==> src/rtl/comb_engine.sv <==
// comb_engine: binomial-coefficient engine.
// Computes C(n,k) by walking the Pascal recursion depth-first on an internal
// LIFO of {n,k} pairs and counting the leaves (k==0 or k==n) that it reaches.
// Handshake: start (sampled in IDLE) / busy / one-cycle done pulse.
// Stack overflow aborts the run with a sticky error flag; the counter
// saturates at all-ones with a sticky sat flag and the run carries on.

module comb_engine #(
   parameter int N_WIDTH      = 4,
   parameter int STACK_DEPTH  = 16,
   parameter int RESULT_WIDTH = 16
) (
   input  logic                    clk,
   input  logic                    rst,
   input  logic                    start,
   input  logic [N_WIDTH-1:0]      n_in,
   input  logic [N_WIDTH-1:0]      k_in,
   output logic                    busy,
   output logic                    done,
   output logic [RESULT_WIDTH-1:0] result,
   output logic                    error,
   output logic                    sat
);

   // sp counts 0..STACK_DEPTH inclusive, so it needs one more code than the
   // memory address does.
   localparam int SP_WIDTH   = $clog2(STACK_DEPTH + 1);
   localparam int ADDR_WIDTH = (STACK_DEPTH > 1) ? $clog2(STACK_DEPTH) : 1;
   localparam int ENTRY_W    = 2 * N_WIDTH;

   localparam logic [SP_WIDTH-1:0] SP_FULL = SP_WIDTH'(STACK_DEPTH);
   localparam logic [SP_WIDTH-1:0] SP_ONE  = SP_WIDTH'(1);
   localparam logic [N_WIDTH-1:0]  N_ONE   = N_WIDTH'(1);

   typedef enum logic [2:0] {
      S_IDLE   = 3'd0,
      S_LOAD   = 3'd1,
      S_POP    = 3'd2,
      S_EVAL   = 3'd3,
      S_PUSH_A = 3'd4,
      S_PUSH_B = 3'd5,
      S_DONE   = 3'd6
   } state_t;

   // ------------------------------------------------------------------
   // Registers
   // ------------------------------------------------------------------
   state_t                  r_state;
   logic [SP_WIDTH-1:0]     r_sp;
   logic [N_WIDTH-1:0]      r_n_lat;
   logic [N_WIDTH-1:0]      r_k_lat;
   logic [N_WIDTH-1:0]      r_cur_n;
   logic [N_WIDTH-1:0]      r_cur_k;
   logic [RESULT_WIDTH-1:0] r_result;
   logic                    r_error;
   logic                    r_sat;

   // Stack storage: plain array, written on push, read registered on pop.
   logic [ENTRY_W-1:0]      r_stack_mem [STACK_DEPTH];

   // ------------------------------------------------------------------
   // Combinational control
   // ------------------------------------------------------------------
   state_t                  w_state_next;
   logic                    w_accept;     // start taken in IDLE
   logic                    w_load;       // root push, restarts the stack
   logic                    w_push_req;   // child push from PUSH_A/PUSH_B
   logic [ENTRY_W-1:0]      w_push_data;
   logic                    w_pop;        // latch top entry, sp--
   logic                    w_leaf;       // count one leaf
   logic                    w_full;
   logic                    w_overflow;
   logic                    w_mem_we;
   logic [ADDR_WIDTH-1:0]   w_mem_addr;
   logic [ENTRY_W-1:0]      w_mem_wdata;
   logic [SP_WIDTH-1:0]     w_sp_minus1;
   logic [ADDR_WIDTH-1:0]   w_top_addr;
   logic [N_WIDTH-1:0]      w_n_minus1;
   logic [N_WIDTH-1:0]      w_k_minus1;
   logic                    w_result_max;

   assign w_full       = (r_sp == SP_FULL);
   assign w_overflow   = w_push_req & w_full;
   assign w_sp_minus1  = r_sp - SP_ONE;
   assign w_top_addr   = w_sp_minus1[ADDR_WIDTH-1:0];
   assign w_n_minus1   = r_cur_n - N_ONE;
   assign w_k_minus1   = r_cur_k - N_ONE;
   assign w_result_max = &r_result;

   // The root always lands in slot 0 regardless of where a previous
   // (possibly aborted) run left sp; children go to mem[sp].
   assign w_mem_we    = w_load | (w_push_req & ~w_full);
   assign w_mem_addr  = w_load ? '0 : r_sp[ADDR_WIDTH-1:0];
   assign w_mem_wdata = w_load ? {r_n_lat, r_k_lat} : w_push_data;

   // Next-state and datapath strobes for the traversal FSM.
   always_comb begin
      w_state_next = r_state;
      w_accept     = 1'b0;
      w_load       = 1'b0;
      w_push_req   = 1'b0;
      w_push_data  = '0;
      w_pop        = 1'b0;
      w_leaf       = 1'b0;

      case (r_state)
         S_IDLE: begin
            if (start) begin
               w_accept     = 1'b1;
               w_state_next = S_LOAD;
            end
         end

         S_LOAD: begin
            w_load       = 1'b1;
            w_state_next = S_POP;
         end

         S_POP: begin
            if (r_sp == '0) begin
               w_state_next = S_DONE;
            end else begin
               w_pop        = 1'b1;
               w_state_next = S_EVAL;
            end
         end

         S_EVAL: begin
            if (r_cur_k > r_cur_n) begin
               // Only the root can be out of range; it contributes nothing.
               w_state_next = S_POP;
            end else if ((r_cur_k == '0) || (r_cur_k == r_cur_n)) begin
               w_leaf       = 1'b1;
               w_state_next = S_POP;
            end else begin
               w_state_next = S_PUSH_A;
            end
         end

         S_PUSH_A: begin
            w_push_req  = 1'b1;
            w_push_data = {w_n_minus1, w_k_minus1};
            w_state_next = w_full ? S_DONE : S_PUSH_B;
         end

         S_PUSH_B: begin
            w_push_req  = 1'b1;
            w_push_data = {w_n_minus1, r_cur_k};
            w_state_next = w_full ? S_DONE : S_POP;
         end

         S_DONE: begin
            w_state_next = S_IDLE;
         end

         default: begin
            w_state_next = S_IDLE;
         end
      endcase
   end

   // ------------------------------------------------------------------
   // Sequential logic
   // ------------------------------------------------------------------

   // State register.
   always_ff @(posedge clk) begin
      if (!rst) begin
         r_state <= S_IDLE;
      end else begin
         r_state <= w_state_next;
      end
   end

   // Stack write port; contents need no reset because sp gates every read.
   always_ff @(posedge clk) begin
      if (w_mem_we) begin
         r_stack_mem[w_mem_addr] <= w_mem_wdata;
      end
   end

   // Stack pointer and operand registers (latched inputs, popped node).
   always_ff @(posedge clk) begin
      if (!rst) begin
         r_sp    <= '0;
         r_n_lat <= '0;
         r_k_lat <= '0;
         r_cur_n <= '0;
         r_cur_k <= '0;
      end else begin
         if (w_accept) begin
            r_n_lat <= n_in;
            r_k_lat <= k_in;
         end

         if (w_load) begin
            r_sp <= SP_ONE;
         end else if (w_pop) begin
            r_sp <= w_sp_minus1;
         end else if (w_push_req && !w_full) begin
            r_sp <= r_sp + SP_ONE;
         end

         if (w_pop) begin
            {r_cur_n, r_cur_k} <= r_stack_mem[w_top_addr];
         end
      end
   end

   // Leaf counter with saturation, plus the sticky error and sat flags.
   always_ff @(posedge clk) begin
      if (!rst) begin
         r_result <= '0;
         r_error  <= 1'b0;
         r_sat    <= 1'b0;
      end else begin
         if (w_load) begin
            r_result <= '0;
            r_error  <= 1'b0;
            r_sat    <= 1'b0;
         end else begin
            if (w_leaf) begin
               if (w_result_max) begin
                  r_sat <= 1'b1;
               end else begin
                  r_result <= r_result + RESULT_WIDTH'(1);
               end
            end
            if (w_overflow) begin
               r_error <= 1'b1;
            end
         end
      end
   end

   // ------------------------------------------------------------------
   // Outputs
   // ------------------------------------------------------------------
   assign busy   = (r_state != S_IDLE);
   assign done   = (r_state == S_DONE);
   assign result = r_result;
   assign error  = r_error;
   assign sat    = r_sat;

endmodule

==> config.mk <==
export PLATFORM = sky130hd
export DESIGN_NAME = comb_engine
export DESIGN_NICKNAME = d
export VERILOG_FILES = /design/src/rtl/comb_engine.sv
export SDC_FILE = /design/constraint.sdc
export NUM_CORES = 1
export LEC_CHECK = 0
export CAP_MARGIN = 20
export CORE_MARGIN = 8
export CORE_UTILIZATION = 59
export CTS_BUF_LIST = sky130_fd_sc_hd__clkbuf_2
export CTS_CLUSTER_SIZE = 16
export DETAILED_ROUTE_END_ITERATION = 7
export PLACE_DENSITY = 0.84
export SLEW_MARGIN = 20
export SYNTH_ARGS = -nofsm -noshare
export SYNTH_HDL_FRONTEND = slang
export SYNTH_SLANG_ARGS = --single-unit
==> constraint.sdc <==
create_clock -name clk -period 3.4 [get_ports clk]
set_input_delay 0.68 -clock clk [delete_from_list [all_inputs] [get_ports clk]]
set_output_delay 0.68 -clock clk [all_outputs]
set_load 0.01 [all_outputs]
* Yosys cells after proc, flatten, opt, wreduce, memory -nomap -nowiden
Memory sizes are Yosys's and may differ from the RTL's. A register that Yosys moved wholly into a read port is not among the register bits.
Cells that the tools add are included.
** Word-level totals
- Word-level logic and storage cells :: 69
- Output and inout bits :: 20
- Register bits after elaboration :: 34
- Bits in writable memories :: 128
- Memories :: 1
- Input bits :: 11
** Memories
- r_stack_mem :: depth 16, width 8, rd ports 1, clocked after memory_dff 1, wr ports 1, RTL line 59 : logic [ENTRY_W-1:0] r_stack_mem [STACK_DEPTH];
** Operators by class
- Mux-type cells :: 24
- $lt $le $gt $ge :: 1
- $add $sub $neg :: 5
- Bitwise gates (word level) :: 6
- Equality and inequality tests :: 9
- Reduce and logical (&&, ||, !) cells :: 15
** Operators with widths (number)
- 3-bit case mux with 6 select lines :: 1
- 17-bit AND reduction :: 1
- 16-bit by 1-bit adder with 16-bit output (second input constant) :: 1
- 8-bit case mux with 2 select lines :: 1
- 16-bit AND reduction :: 1
- 3-bit 2-to-1 mux :: 5
- 1-bit 2-to-1 mux :: 12
- 5-bit 2-to-1 mux :: 2
- 3-bit equality test (second input constant) :: 3
- 8-bit 2-to-1 mux :: 1
- 4-bit by 1-bit subtractor with 4-bit output (second input constant) :: 2
- 3-bit by 2-bit equality test with 1-bit output (second input constant) :: 2
- 3-bit nonzero test :: 2
- 5-bit by 1-bit adder with 5-bit output (second input constant) :: 1
- 5-bit equality test (second input constant) :: 1
- 5-bit zero test :: 1
- 5-bit by 1-bit subtractor with 5-bit output (second input constant) :: 1
- 4-bit equality test :: 1
- 4-bit > comparator :: 1
- 4-bit zero test :: 1
- 4-bit 2-to-1 mux :: 1
- 2-bit OR reduction :: 2
- 3-bit by 1-bit equality test with 1-bit output (second input constant) :: 1
- 3-bit zero test :: 1
- 10 further kinds :: 14

* Logic depth before layout (Yosys ltp)
Gate-level depths: netlist of the first run.
- Depth in word-level cells :: 7
- Mapped depth :: 10
- Mapped depth without buffers :: 8

* Worst setup path before layout of the first run
OpenSTA, ideal clock, no wires.
- Path kind :: reg-to-reg
- Start point :: reg r_sp[0]
- End point :: mem r_stack_mem[12][0] in the netlist's numbering, enable pin
- Period minus slack after synthesis :: 2.841 ns
- Path slack :: 0.559 ns
- Required time :: 3.015 ns
- Library setup time :: 0.385 ns
- Path buffers :: 3
- Stages on the path, launching flop included :: 10
- Arrival :: 2.456 ns
- Cells stage by stage :: dfxtp_1 > buf_2 > buf_2 > inv_1 > ha_1 > nand3_1 > and2_1 > clkbuf_1 > nand3_1 > nor3b_1
** On the way
- Longest elaborated chain between the ends :: 6
- Elaborated cells on any way between the ends :: 7
- Classes of those cells :: eq/ne: 1; mux: 3; bitwise: 3
** Ends and longest elaborated chain
- start, declared :: RTL line 49 : logic [SP_WIDTH-1:0] r_sp;
- start signal, assigned :: RTL line 199 : r_sp <= w_sp_minus1;
- start signal, assigned :: RTL line 201 : r_sp <= r_sp + SP_ONE;
- 5-bit equality test :: RTL line 82 : assign w_full = (r_sp == SP_FULL);
- 1-bit NOT :: RTL line 92 : assign w_mem_we = w_load | (w_push_req & ~w_full);
- 1-bit AND :: RTL line 92
- 1-bit bitwise OR :: RTL line 92
- 1-bit 2-to-1 mux :: RTL line 177 : if (w_mem_we) begin
- 1-bit 2-to-1 mux (not written as such) :: RTL line 178 : r_stack_mem[w_mem_addr] <= w_mem_wdata;
- end, declared :: RTL line 59
Parallel ways exist; a longest one is shown, timed or not.

* Final worst setup path of the first run
- Start point :: reg r_state[0]
- End point :: out busy
** On the way
- Longest elaborated chain between the ends :: 1
** Ends and longest elaborated chain
- start, declared :: RTL line 48 : state_t r_state;
- start signal, assigned :: RTL line 171 : r_state <= w_state_next;
- 3-bit nonzero test :: RTL line 239 : assign busy = (r_state != S_IDLE);
- end, declared :: RTL line 18 : output logic busy,
No other way between the ends.

==> PnR_summary.wiki, run 1 <==
{| class="wikitable"
! Metric !! Value
|-
| Register bit count reported by yosys || 170
|-
| Detailed-route wire length per cell || 20.9 um
|-
| Ys Warns || 0
|-
| Proportion of synthesized flip-flops having asynchronous set or reset || 0%
|-
| Ratio of routed vias to standard cells || 6.32
|-
| Final ANT Viol Nets || 0
|-
| Delay of the slowest cell on the worst path || 0.91 ns
|-
| Clock tree from TritonCTS || built
|-
| Number of fill cells in the layout || 847
|-
| Status || complete, no violations
|-
| Top-count cell post-synth || sky130_fd_sc_hd__edfxtp_1
|-
| Net count after synthesis || 534
|-
| Type of the worst setup path || register to primary output
|-
| Routed wire length || 14.9 mm
|-
| Top achievable clock speed || 0.320 GHz
|-
| Port buffer count || 30
|-
| Worst-Skew Late Latency || 0.74 ns
|-
| Global route total overflow || 0
|-
| Slowest stage cell on the critical path || sky130_fd_sc_hd__dfxtp_1
|-
| Hold violation total from the final report || 0
|-
| Number of distinct standard cells referenced by the synthesized netlist || 49
|-
| # nets final || 574
|-
| Total negative setup slack || 0 ns
|-
| Cts-stage hold buffer count || 0
|-
| H-tree depth reported by CTS || 4
|-
| Number of antenna violations at the first check in global routing || 0
|-
| Number of cells upsized or downsized after cts || 0
|-
| Area growth from synthesis to layout || 9.70%
|-
| HPWL after detailed placement || 10.1 mm
|-
| CP required || 2.72 ns
|-
| Share of Yosys cell area claimed by the top area cell type || 53.1%
|-
| Overall power after layout || 3.95 mW
|-
| Cell types with the largest area share after synthesis || sky130_fd_sc_hd__edfxtp_1 (53%), sky130_fd_sc_hd__dfxtp_1 (12%), sky130_fd_sc_hd__mux4_2 (10%), sky130_fd_sc_hd__nor2_1 (2.7%), sky130_fd_sc_hd__mux2i_1 (2.4%)
|-
| Number of buffers inserted by post-CTS setup repair || 0
|-
| Hold Worst Slack || 0.459 ns
|-
| Tightest Pin Transition || 0.813 ns
|-
| Clock Pin Slew Worst Setup and Hold Paths || 0.25 ns
|-
| Gate count after technology mapping || 513
|-
| Num CTS Buffers || 17
|-
| Overall global routing resource usage || 19.3%
|-
| Max transition margin || 45.8%
|-
| Final Setup Violations || 0
|-
| Final Cycle Share || 92.1%
|-
| Iteration-0 DRC Markers || 506
|-
| Weighted congestion at the end of routability-driven global placement || 0.830
|-
| Layout cell share with drive strength beyond 1 || 16.6%
|-
| Overall die height || 127 um
|-
| Clock period minus worst slack || 3.13 ns
|-
| Total number of placement rows || 40
|-
| Yosys top cell by area || sky130_fd_sc_hd__edfxtp_1
|-
| Starting utilization of the core area || 60.3%
|-
| Placed cell area || 7740 um2
|-
| Detailed Routing Iterations Pass 1 || 6
|-
| Area of all placed cells without fillers || 7940 um2
|-
| Area of the mapped netlist || 7240 um2
|-
| First-pass GRT wire length || 23.8 mm
|-
| CTS root buf || sky130_fd_sc_hd__clkbuf_2
|-
| Pin count of the biggest net entering global routing || 38
|-
| Clock sink count || 170
|-
| Crit start category || register
|-
| Largest vdd supply drop || 0.346 mV
|-
| Buffer levels on the longest clock path || 2
|-
| Most frequent cells after synthesis || sky130_fd_sc_hd__edfxtp_1 (128), sky130_fd_sc_hd__nor2_1 (52), sky130_fd_sc_hd__nand2_1 (43)
|-
| Count of flip-flops with a built-in enable after synthesis || 128
|-
| Worst Setup End Kind || primary output
|-
| Largest driver fanout on the critical path || 24
|-
| DIE WIDTH || 127 um
|-
| Clock Skews || 0.0253 ns
|-
| Gate family responsible for the most delay along the worst path || flip-flops
|-
| Vias in the first global route || 4374
|-
| Avg Cell Area, Syn || 14.1 um2
|-
| Final Max Slew Viols || 0
|-
| Cell area power density || 497 nW/um2
|-
| Portion of the post-synthesis area used by sequential elements || 64.7%
|-
| Unrepaired setup endpoints after global routing || false
|-
| Critical-path cell list || nor3_1, inv_1, clkdlybuf4s50_1
|-
| Remaining routing DRC violations || 0
|-
| Worst Path Buf+Inv || 2
|-
| Reported max-cap violation count || 0
|-
| Via count || 4503
|-
| DIE AREA || 16100 um2
|-
| Number of antenna cells inserted || 0
|-
| Main flop type after synthesis || sky130_fd_sc_hd__edfxtp_1
|-
| Utilization after layout || 66.1%
|-
| IO Pins || 31
|-
| Leakage power summed over all cells || 2.59 nW
|-
| Core region area || 12000 um2
|-
| Worst min-delay path category || input port to register
|-
| Data arrival time of the critical path || 2.45 ns
|}
[flip-flops by register name, summed over array words and instances, names as in the netlist]
| signal | flops |
|---|---|
| sat | 1 |
| r_cur_k | 4 |
| result | 16 |
| r_cur_n | 4 |
| error | 1 |
| r_n_lat | 4 |
| r_stack_mem | 128 |
| r_k_lat | 4 |
| r_state | 3 |
| r_sp | 5 |
[worst paths after layout]
check / from / to / slack (ns) / depth (start not counted)
setup / recovery: r_state[0]$_SDFFE_PN0P_ / busy / 0.27 / 3
hold / removal: k_in[0] / r_k_lat[0]$_SDFFE_PN0P_ / 0.46 / 3
setup reg to reg: r_state[1]$_SDFFE_PN0P_ / r_stack_mem[6][2]$_DFFE_PP_ / 0.80 / 4
hold reg to reg: r_k_lat[2]$_SDFFE_PN0P_ / r_k_lat[2]$_SDFFE_PN0P_ / 0.49 / 2
[through the flow]
| step | instances | setup WS (ns) |
|---|---|---|
| after floorplan | 513 | 0.559 |
| after global placement | 681 | 0.946 |
| after detailed placement | 681 | 0.888 |
| after CTS | 713 | 0.223 |
| after global routing | 713 | 0.0575 |
| final | 713 | 0.270 |
[cell families after synthesis]
family | synth area share (%)
AND/OR/NAND/NOR | 11.3
AO/OA/AOI/OAI | 5.79
XOR/XNOR | 1.57
multiplexers | 12.8
flip-flops | 64.7
buffers and inverters | 2.14
adder cells (fa/ha/maj) | 1.73
[layer usage]
layer  wire (um)  vias up  track usage (%)
li1            -     2035                -
met1        6170     2179             24.9
met2        6690      251             28.7
met3        1520       38             6.49
met4         540        0             9.31
met5           0        -                0
[cell usage in the layout, fill, tap and decap left out, types with 2 or more instances in the layout]
| cell type | instances |
|---|---|
| sky130_fd_sc_hd__a21boi_0 | 9 |
| sky130_fd_sc_hd__inv_1 | 9 |
| sky130_fd_sc_hd__nor2b_1 | 4 |
| sky130_fd_sc_hd__o21ai_0 | 12 |
| sky130_fd_sc_hd__or3_1 | 10 |
| sky130_fd_sc_hd__nor4_1 | 3 |
| sky130_fd_sc_hd__clkbuf_2 | 18 |
| sky130_fd_sc_hd__clkinv_2 | 2 |
| sky130_fd_sc_hd__nor3_1 | 7 |
| sky130_fd_sc_hd__dfxtp_1 | 41 |
| sky130_fd_sc_hd__nand3_1 | 22 |
| sky130_fd_sc_hd__nor3b_2 | 2 |
| sky130_fd_sc_hd__o221ai_1 | 8 |
| sky130_fd_sc_hd__inv_8 | 3 |
| sky130_fd_sc_hd__and3_1 | 2 |
| sky130_fd_sc_hd__nand4_1 | 3 |
| sky130_fd_sc_hd__mux2i_1 | 17 |
| sky130_fd_sc_hd__mux4_2 | 32 |
| sky130_fd_sc_hd__nor2_1 | 52 |
| sky130_fd_sc_hd__edfxtp_1 | 128 |
| sky130_fd_sc_hd__a22oi_1 | 2 |
| sky130_fd_sc_hd__and4_1 | 4 |
| sky130_fd_sc_hd__ha_1 | 10 |
| sky130_fd_sc_hd__nand2b_1 | 4 |
| sky130_fd_sc_hd__clkinv_4 | 2 |
| sky130_fd_sc_hd__buf_4 | 17 |
| sky130_fd_sc_hd__or2_2 | 2 |
| sky130_fd_sc_hd__nand2_1 | 43 |
| sky130_fd_sc_hd__a21oi_1 | 25 |
| sky130_fd_sc_hd__clkdlybuf4s50_1 | 30 |
| sky130_fd_sc_hd__inv_6 | 4 |
| sky130_fd_sc_hd__mux2_2 | 3 |
| sky130_fd_sc_hd__xor2_1 | 4 |
| sky130_fd_sc_hd__and2_1 | 3 |
| sky130_fd_sc_hd__xnor2_1 | 8 |
[tightest hold or removal path, delay by kind of cell]
kind,cells,cell delay (ns)
compound gates,1,0.06
simple gates,1,0.05
buf+inv,1,0.40
[power breakdown]
group	internal, mW	switching [mW]
Clock	0.215	0.734
Combinational	0.300	0.373
Sequential	2.29	0.0397
[final cells by class]
cell class                      count  area, um2  area share [%]
Clock buffer                       18       90.1            1.13
Inverter                            9       33.8           0.425
Tap cell                          147        184            2.32
Timing Repair Buffer               47        428            5.39
Clock inverter                     14        113            1.42
Multi-Input combinational cell    308       2410            30.3
Sequential cell                   170       4690            59.0
Power figures use the tool's default switching activity.
==> run 2: changes to the inputs <==
- CORE_MARGIN: 8 -> 10
- CORE_UTILIZATION: 59 -> 40
- PLACE_DENSITY: 0.84 -> 0.62
==> run 2 against run 1 <==
First-iteration DRC count shrank 19%. Flip-flop and latch count did not move. Clock power is 14% higher. Clock skew increased by 0.0074 ns. Non-clock buffer count rose by 1. Maximum frequency is 1.6% higher. Die area rose by 49%. Sequential share of layout area fell by 1.1 points.
==> PnR_summary.wiki, run 2 (synthesized netlist as in run 1, its figures left out) <==
{| class="wikitable"
! Metric !! Value
|-
| Largest register FFs || 128 (unchanged)
|-
| Top achievable clock speed || 0.325 GHz (+1.6%)
|-
| Dpl ws || 0.969 ns (+0.0804 ns)
|-
| Port buffer count || 30 (unchanged)
|-
| Final Setup Violations || 0 (unchanged)
|-
| Num CTS Buffers || 17 (unchanged)
|-
| Delay of the slowest cell on the worst path || 0.90 ns (about the same)
|-
| Hold Worst Slack || 0.483 ns (+0.0236 ns)
|-
| Cts-stage hold buffer count || 0 (unchanged)
|-
| Number of antenna violations at the first check in global routing || 0 (unchanged)
|-
| Clock Skews || 0.0327 ns (+0.00741 ns)
|-
| First-pass GRT wire length || 24.6 mm (+3.4%)
|-
| Most frequent standard cell in the layout excluding fill and tap cells || sky130_fd_sc_hd__edfxtp_1
|-
| Data arrival time of the critical path || 2.40 ns (-0.05 ns)
|-
| Clock sink count || 170 (unchanged)
|-
| Critical-path cell list || nor3_1, inv_1, clkdlybuf4s50_1
|-
| Max transition margin || 46.3% (+0.52 points)
|-
| Worst Setup End Kind || primary output
|-
| Vias in the first global route || 4296 (-1.8%)
|-
| Cell area power density || 505 nW/um2 (+1.6%)
|-
| CP required || 2.72 ns (about the same)
|-
| Starting utilization of the core area || 40.4% (-20 points)
|-
| Global route total overflow || 0 (unchanged)
|-
| Area growth from synthesis to layout || 11.8%
|-
| Overall global routing resource usage || 13.2% (-6.0 points)
|-
| Startpoint of the worst-slack reg-to-reg timing path || r_sp[1]$_SDFFE_PP0P_
|-
| Most frequent cells in the layout || sky130_fd_sc_hd__edfxtp_1 (128), sky130_fd_sc_hd__nor2_1 (52), sky130_fd_sc_hd__nand2_1 (43)
|-
| Core region area || 17900 um2 (+49%)
|-
| Worst hold stages || 2 (-1)
|-
| Slowest stage cell on the critical path || sky130_fd_sc_hd__dfxtp_1
|-
| Total number of placement rows || 49 (+23%)
|-
| Status || complete, no violations
|-
| Worst min-delay path category || register to register
|-
| Total negative setup slack || 0 ns (unchanged)
|-
| # nets final || 575 (+0.17%)
|-
| Largest driver fanout on the critical path || 24 (unchanged)
|-
| Number of cells upsized or downsized after cts || 0 (unchanged)
|-
| Final Cycle Share || 90.6% (-1.4 points)
|-
| Capturing point of the worst reg2reg path || r_stack_mem[14][1]$_DFFE_PP_
|-
| Leakage power summed over all cells || 2.60 nW (+0.40%)
|-
| Iteration-0 DRC Markers || 410 (-19%)
|-
| Worst Path Buf+Inv || 2 (unchanged)
|-
| Remaining routing DRC violations || 0 (unchanged)
|-
| DIE AREA || 23900 um2 (+49%)
|-
| Hold violation total from the final report || 0 (unchanged)
|-
| Clock Pin Slew Worst Setup and Hold Paths || 0.23 ns (-0.02 ns)
|-
| Top reg by flops || r_stack_mem
|-
| Ratio of routed vias to standard cells || 5.48 (-13%)
|-
| Clock period minus worst slack || 3.08 ns (-0.0492 ns)
|-
| Largest vdd supply drop || 0.189 mV (-45%)
|-
| Unrepaired setup endpoints after global routing || false
|-
| Gate family responsible for the most delay along the worst path || flip-flops
|-
| Detailed Routing Iterations Pass 1 || 5 (-1)
|-
| Number of buffers inserted by post-CTS setup repair || 0 (unchanged)
|-
| Tightest Pin Transition || 0.805 ns (-0.00781 ns)
|-
| Via count || 4354 (-3.3%)
|-
| Weighted congestion at the end of routability-driven global placement || 0.931 (+12%)
|-
| Layout cell share with drive strength beyond 1 || 16.4% (-0.18 points)
|-
| Routed wire length || 15.6 mm (+4.8%)
|-
| Crit start category || register
|-
| DIE WIDTH || 155 um (+22%)
|-
| Pin count of the biggest net entering global routing || 38 (unchanged)
|-
| Clock tree from TritonCTS || built
|-
| Overall die height || 155 um (+22%)
|-
| Worst reg-to-reg path cell count || 6 (+2)
|-
| Reg2reg setup slack || 0.93 ns (+0.13 ns)
|-
| Post-route setup slack || 0.319 ns (+0.0492 ns)
|-
| IO Pins || 31 (unchanged)
|-
| Worst-case hold path end point || r_k_lat[2]$_SDFFE_PN0P_
|-
| H-tree depth reported by CTS || 4 (unchanged)
|-
| Buffer levels on the longest clock path || 2 (unchanged)
|-
| Final ANT Viol Nets || 0 (unchanged)
|-
| Worst-Skew Late Latency || 0.72 ns (-0.02 ns)
|-
| Detailed-route wire length per cell || 19.7 um (-6.0%)
|-
| Hold path startpoint || r_k_lat[2]$_SDFFE_PN0P_
|-
| Number of antenna cells inserted || 0 (unchanged)
|-
| Type of the worst setup path || register to primary output
|-
| Reported max-cap violation count || 0 (unchanged)
|-
| CTS root buf || sky130_fd_sc_hd__clkbuf_2
|-
| HPWL after detailed placement || 10.7 mm (+5.2%)
|-
| Final Max Slew Viols || 0 (unchanged)
|}
==> run 2: cell count changes in the layout (fill, tap and decap cells not counted), moves of 2 or more <==
| cell | before | now |
|---|---|---|
| sky130_fd_sc_hd__bufinv_16 | 0 | 3 |
| sky130_fd_sc_hd__clkinvlp_4 | 1 | 5 |
| sky130_fd_sc_hd__clkinv_4 | 2 | 0 |
| sky130_fd_sc_hd__inv_6 | 4 | 1 |
| sky130_fd_sc_hd__inv_8 | 3 | 0 |
==> run 2: worst reg2reg max path, cell delays in order (launching register included) <==
cell and delay, ns:
sky130_fd_sc_hd__dfxtp_1 0.48, sky130_fd_sc_hd__inv_1 0.14, sky130_fd_sc_hd__ha_1 0.23, sky130_fd_sc_hd__nand3_1 0.11, sky130_fd_sc_hd__and2_1 0.30, sky130_fd_sc_hd__nand3_1 0.23
sky130_fd_sc_hd__nor2_1 0.62
==> run 2: per-stage QoR <==
step	power (mW)	cell area [um2]	utilization (%)	cells
after floorplan	2.85	7240	-	513
after global placement	3.04	7850	43.8	764
after detailed placement	3.05	7850	43.8	764
after CTS	4.12	8090	45.2	795
after global routing	4.26	8090	45.2	795
final	4.09	8090	45.2	795
==> run 2: report_power, final <==
part           switching [mW]  internal (mW)  total, mW  leakage, nW
Clock                   0.677          0.406       1.08        0.134
Combinational           0.383          0.296      0.678        0.999
Sequential             0.0394           2.29       2.32         1.47
==> run 2: per-layer routing <==
metal,vias to the layer above,share of wire (%),global-route usage [%]
met5,-,0,0
met4,0,1.8,4.45
met3,20,5.5,3.72
met2,140,46,20.1
met1,2177,47,17.9
li1,2017,-,-
==> run 2: how the worst max path moves through the flow <==
stage	startpoint	endpoint	slack, ns	depth (start not counted)
after floorplan	r_sp[0]$_SDFFE_PN0P_	r_stack_mem[12][0]$_DFFE_PP_	0.56	9
after global routing	r_state[0]$_SDFFE_PN0P_	busy	0.08	3
final	r_state[0]$_SDFFE_PN0P_	busy	0.32	3
after global placement	rst	result[3]$_SDFFE_PP0P_	1.08	5
after detailed placement	r_sp[1]$_SDFFE_PP0P_	r_stack_mem[14][4]$_DFFE_PP_	0.97	6
after CTS	r_state[0]$_SDFFE_PN0P_	busy	0.21	3
==> run 2: cell type report <==
cell class / instances / area (um2)
timing repair buffer: 48 / 435
clock inverter: 12 / 149
sequential: 170 / 4690
multi-input combinational: 308 / 2410
fill: 1571 / 9810
inverter: 9 / 33.8
tap: 229 / 287
clock buffer: 19 / 95.1
==> run 3: changes to the inputs <==
--- a/config.mk
+++ b/config.mk
@@ -10,3 +10,2 @@
 export CORE_UTILIZATION = 40
-export CTS_BUF_LIST = sky130_fd_sc_hd__clkbuf_2
 export CTS_CLUSTER_SIZE = 16
==> constraint.sdc (replaced) <==
create_clock -name clk -period 3.4 [get_ports clk]
set_input_delay 1.02 -clock clk [delete_from_list [all_inputs] [get_ports clk]]
set_output_delay 1.02 -clock clk [all_outputs]
set_load 0.01 [all_outputs]
==> run 3 against run 2 <==
Die area unchanged. Sequential power about the same. Critical path type unchanged. Power rose by 21%. Maximum frequency up 3.4%.
==> PnR_summary.wiki, run 3 (synthesized netlist as in run 1, its figures left out) <==
{| class="wikitable"
! Metric !! Value
|-
| Status || complete, no violations
|-
| Hold violation total from the final report || 0 (unchanged)
|-
| Total area of multi-input combinational cells || 2410 um2 (+0.10%)
|-
| Clock Skews || 0.00937 ns (-0.0233 ns)
|-
| Cts-stage hold buffer count || 0 (unchanged)
|-
| Number of cells upsized or downsized after cts || 0 (unchanged)
|-
| CTS root buf || sky130_fd_sc_hd__clkbuf_16
|-
| Core region area || 17900 um2 (unchanged)
|-
| Post-route setup slack || 0.422 ns (+0.102 ns)
|-
| Number of antenna violations at the first check in global routing || 0 (unchanged)
|-
| Weighted congestion at the end of routability-driven global placement || 0.881 (-5.3%)
|-
| Most frequent standard cell in the layout excluding fill and tap cells || sky130_fd_sc_hd__edfxtp_1
|-
| Reported max-cap violation count || 0 (unchanged)
|-
| Vias in the first global route || 4343 (+1.1%)
|-
| Starting utilization of the core area || 40.4% (unchanged)
|-
| Ratio of routed vias to standard cells || 5.47 (-0.11%)
|-
| Routed wire length || 15.6 mm (-0.20%)
|-
| Num CTS Buffers || 17 (unchanged)
|-
| Buffer levels on the longest clock path || 2 (unchanged)
|-
| Number of fill cells in the layout || 1536 (-2.2%)
|-
| Unrepaired setup endpoints after global routing || false
|-
| Global route total overflow || 0 (unchanged)
|-
| Detailed-route wire length per cell || 19.4 um (-1.2%)
|-
| Largest register FFs || 128 (unchanged)
|-
| First-pass GRT wire length || 24.5 mm (-0.65%)
|-
| IO Pins || 31 (unchanged)
|-
| Final ANT Viol Nets || 0 (unchanged)
|-
| Max transition margin || 46.2% (-0.081 points)
|-
| Final Cycle Share || 87.6% (-3.0 points)
|-
| Overall die height || 155 um (unchanged)
|-
| Clock Pin Slew Worst Setup and Hold Paths || 0.07 ns (-0.16 ns)
|-
| Top achievable clock speed || 0.336 GHz (+3.4%)
|-
| Worst min-delay path category || register to register
|-
| Worst Setup End Kind || primary output
|-
| Iteration-0 DRC Markers || 267 (-35%)
|-
| Delay of the slowest cell on the worst path || 0.72 ns (-0.18 ns)
|-
| Number of buffers inserted by post-CTS setup repair || 0 (unchanged)
|-
| Layout cell share with drive strength beyond 1 || 17.1% (+0.64 points)
|-
| Dpl ws || 0.915 ns (-0.0533 ns)
|-
| Worst Path Buf+Inv || 1 (-1)
|-
| Clock tree from TritonCTS || built
|-
| Utilization after layout || 47.4% (+2.2 points)
|-
| Worst-Skew Late Latency || 0.42 ns (-0.30 ns)
|-
| Largest vdd supply drop || 0.367 mV (+94%)
|-
| Data arrival time of the critical path || 1.96 ns (-0.44 ns)
|-
| HPWL after detailed placement || 10.4 mm (-2.8%)
|-
| # nets final || 582 (+1.2%)
|-
| Gate family responsible for the most delay along the worst path || flip-flops
|-
| Top reg by flops || r_stack_mem
|-
| Largest driver fanout on the critical path || 18 (-25%)
|-
| DIE AREA || 23900 um2 (unchanged)
|-
| Detailed Routing Iterations Pass 1 || 5 (unchanged)
|-
| Number of antenna cells inserted || 0 (unchanged)
|-
| Final Max Slew Viols || 0 (unchanged)
|-
| Final Setup Violations || 0 (unchanged)
|-
| Clock sink count || 170 (unchanged)
|-
| H-tree depth reported by CTS || 4 (unchanged)
|-
| Port buffer count || 30 (unchanged)
|-
| Via count || 4393 (+0.90%)
|-
| Area growth from synthesis to layout || 17.3%
|-
| Leakage power summed over all cells || 2.78 nW (+6.8%)
|-
| Remaining routing DRC violations || 0 (unchanged)
|-
| Type of the worst setup path || register to primary output
|-
| Reg area || 4690 um2 (unchanged)
|-
| Pin count of the biggest net entering global routing || 38 (unchanged)
|-
| Total negative setup slack || 0 ns (unchanged)
|-
| Most frequent cells in the layout || sky130_fd_sc_hd__edfxtp_1 (128), sky130_fd_sc_hd__nor2_1 (51), sky130_fd_sc_hd__nand2_1 (43)
|-
| Critical-path cell list || and3b_1, clkdlybuf4s50_1
|-
| Total number of placement rows || 49 (unchanged)
|-
| DIE WIDTH || 155 um (unchanged)
|-
| Tightest Pin Transition || 0.804 ns (-0.000663 ns)
|-
| Crit start category || register
|-
| Cell area power density || 580 nW/um2 (+15%)
|-
| Clock period minus worst slack || 2.98 ns (-0.102 ns)
|-
| Overall global routing resource usage || 13.1% (-0.16 points)
|-
| CP required || 2.38 ns (-0.34 ns)
|-
| Slowest stage cell on the critical path || sky130_fd_sc_hd__dfxtp_1
|}
[run 3: area by class of cell]
class,instances,area share (%)
Sequential cell,170,55.2
Timing Repair Buffer,55,5.75
Tap cell,229,3.38
Inverter,9,0.398
Multi-Input combinational cell,308,28.4
Clock inverter,12,1.77
Clock buffer,20,5.14
[run 3: tightest hold or removal path, cell delays in order (launching register included)]
cell and delay (ns):
sky130_fd_sc_hd__dfxtp_1 0.31, sky130_fd_sc_hd__nand2_1 0.05, sky130_fd_sc_hd__a21boi_0 0.06
[run 3: path summary, 6_finish.rpt]
check	startpoint	to	slack [ns]	cells after the start
hold / removal	r_k_lat[3]$_SDFFE_PN0P_	r_k_lat[3]$_SDFFE_PN0P_	0.47	2
setup / recovery	r_state[1]$_SDFFE_PN0P_	done	0.42	2
hold reg to reg	r_k_lat[3]$_SDFFE_PN0P_	r_k_lat[3]$_SDFFE_PN0P_	0.47	2
setup reg to reg	r_sp[1]$_SDFFE_PP0P_	r_stack_mem[3][6]$_DFFE_PP_	1.00	6
[run 3: through the flow]
step / instance area (um2) / power, mW / hold slack [ns] / std cells
4_1_cts: 8490 / 4.97 / 0.470 / 803
5_1_grt: 8490 / 5.10 / 0.483 / 803
3_5_place_dp: 7900 / 3.06 / 0.461 / 771
2_1_floorplan: 7240 / 2.85 / 0.441 / 513
6_report: 8490 / 4.93 / 0.466 / 803
3_3_place_gp: 7900 / 3.05 / 0.456 / 771
[run 3: routing by layer]
layer	global-route usage, %	part of all wire, %	wire length (um)
met1	17.2	45	7060
met4	4.68	1.2	180
met5	0	0	0
met3	3.16	5.9	923
met2	20.6	48	7430
[run 3: power by group]
part	switching [mW]	internal, mW	leakage [nW]	total, mW
registers	0.0311	2.29	1.47	2.32
clock network	0.763	1.15	0.273	1.91
logic	0.397	0.300	1.04	0.697
total	1.19	3.74	2.78	4.93
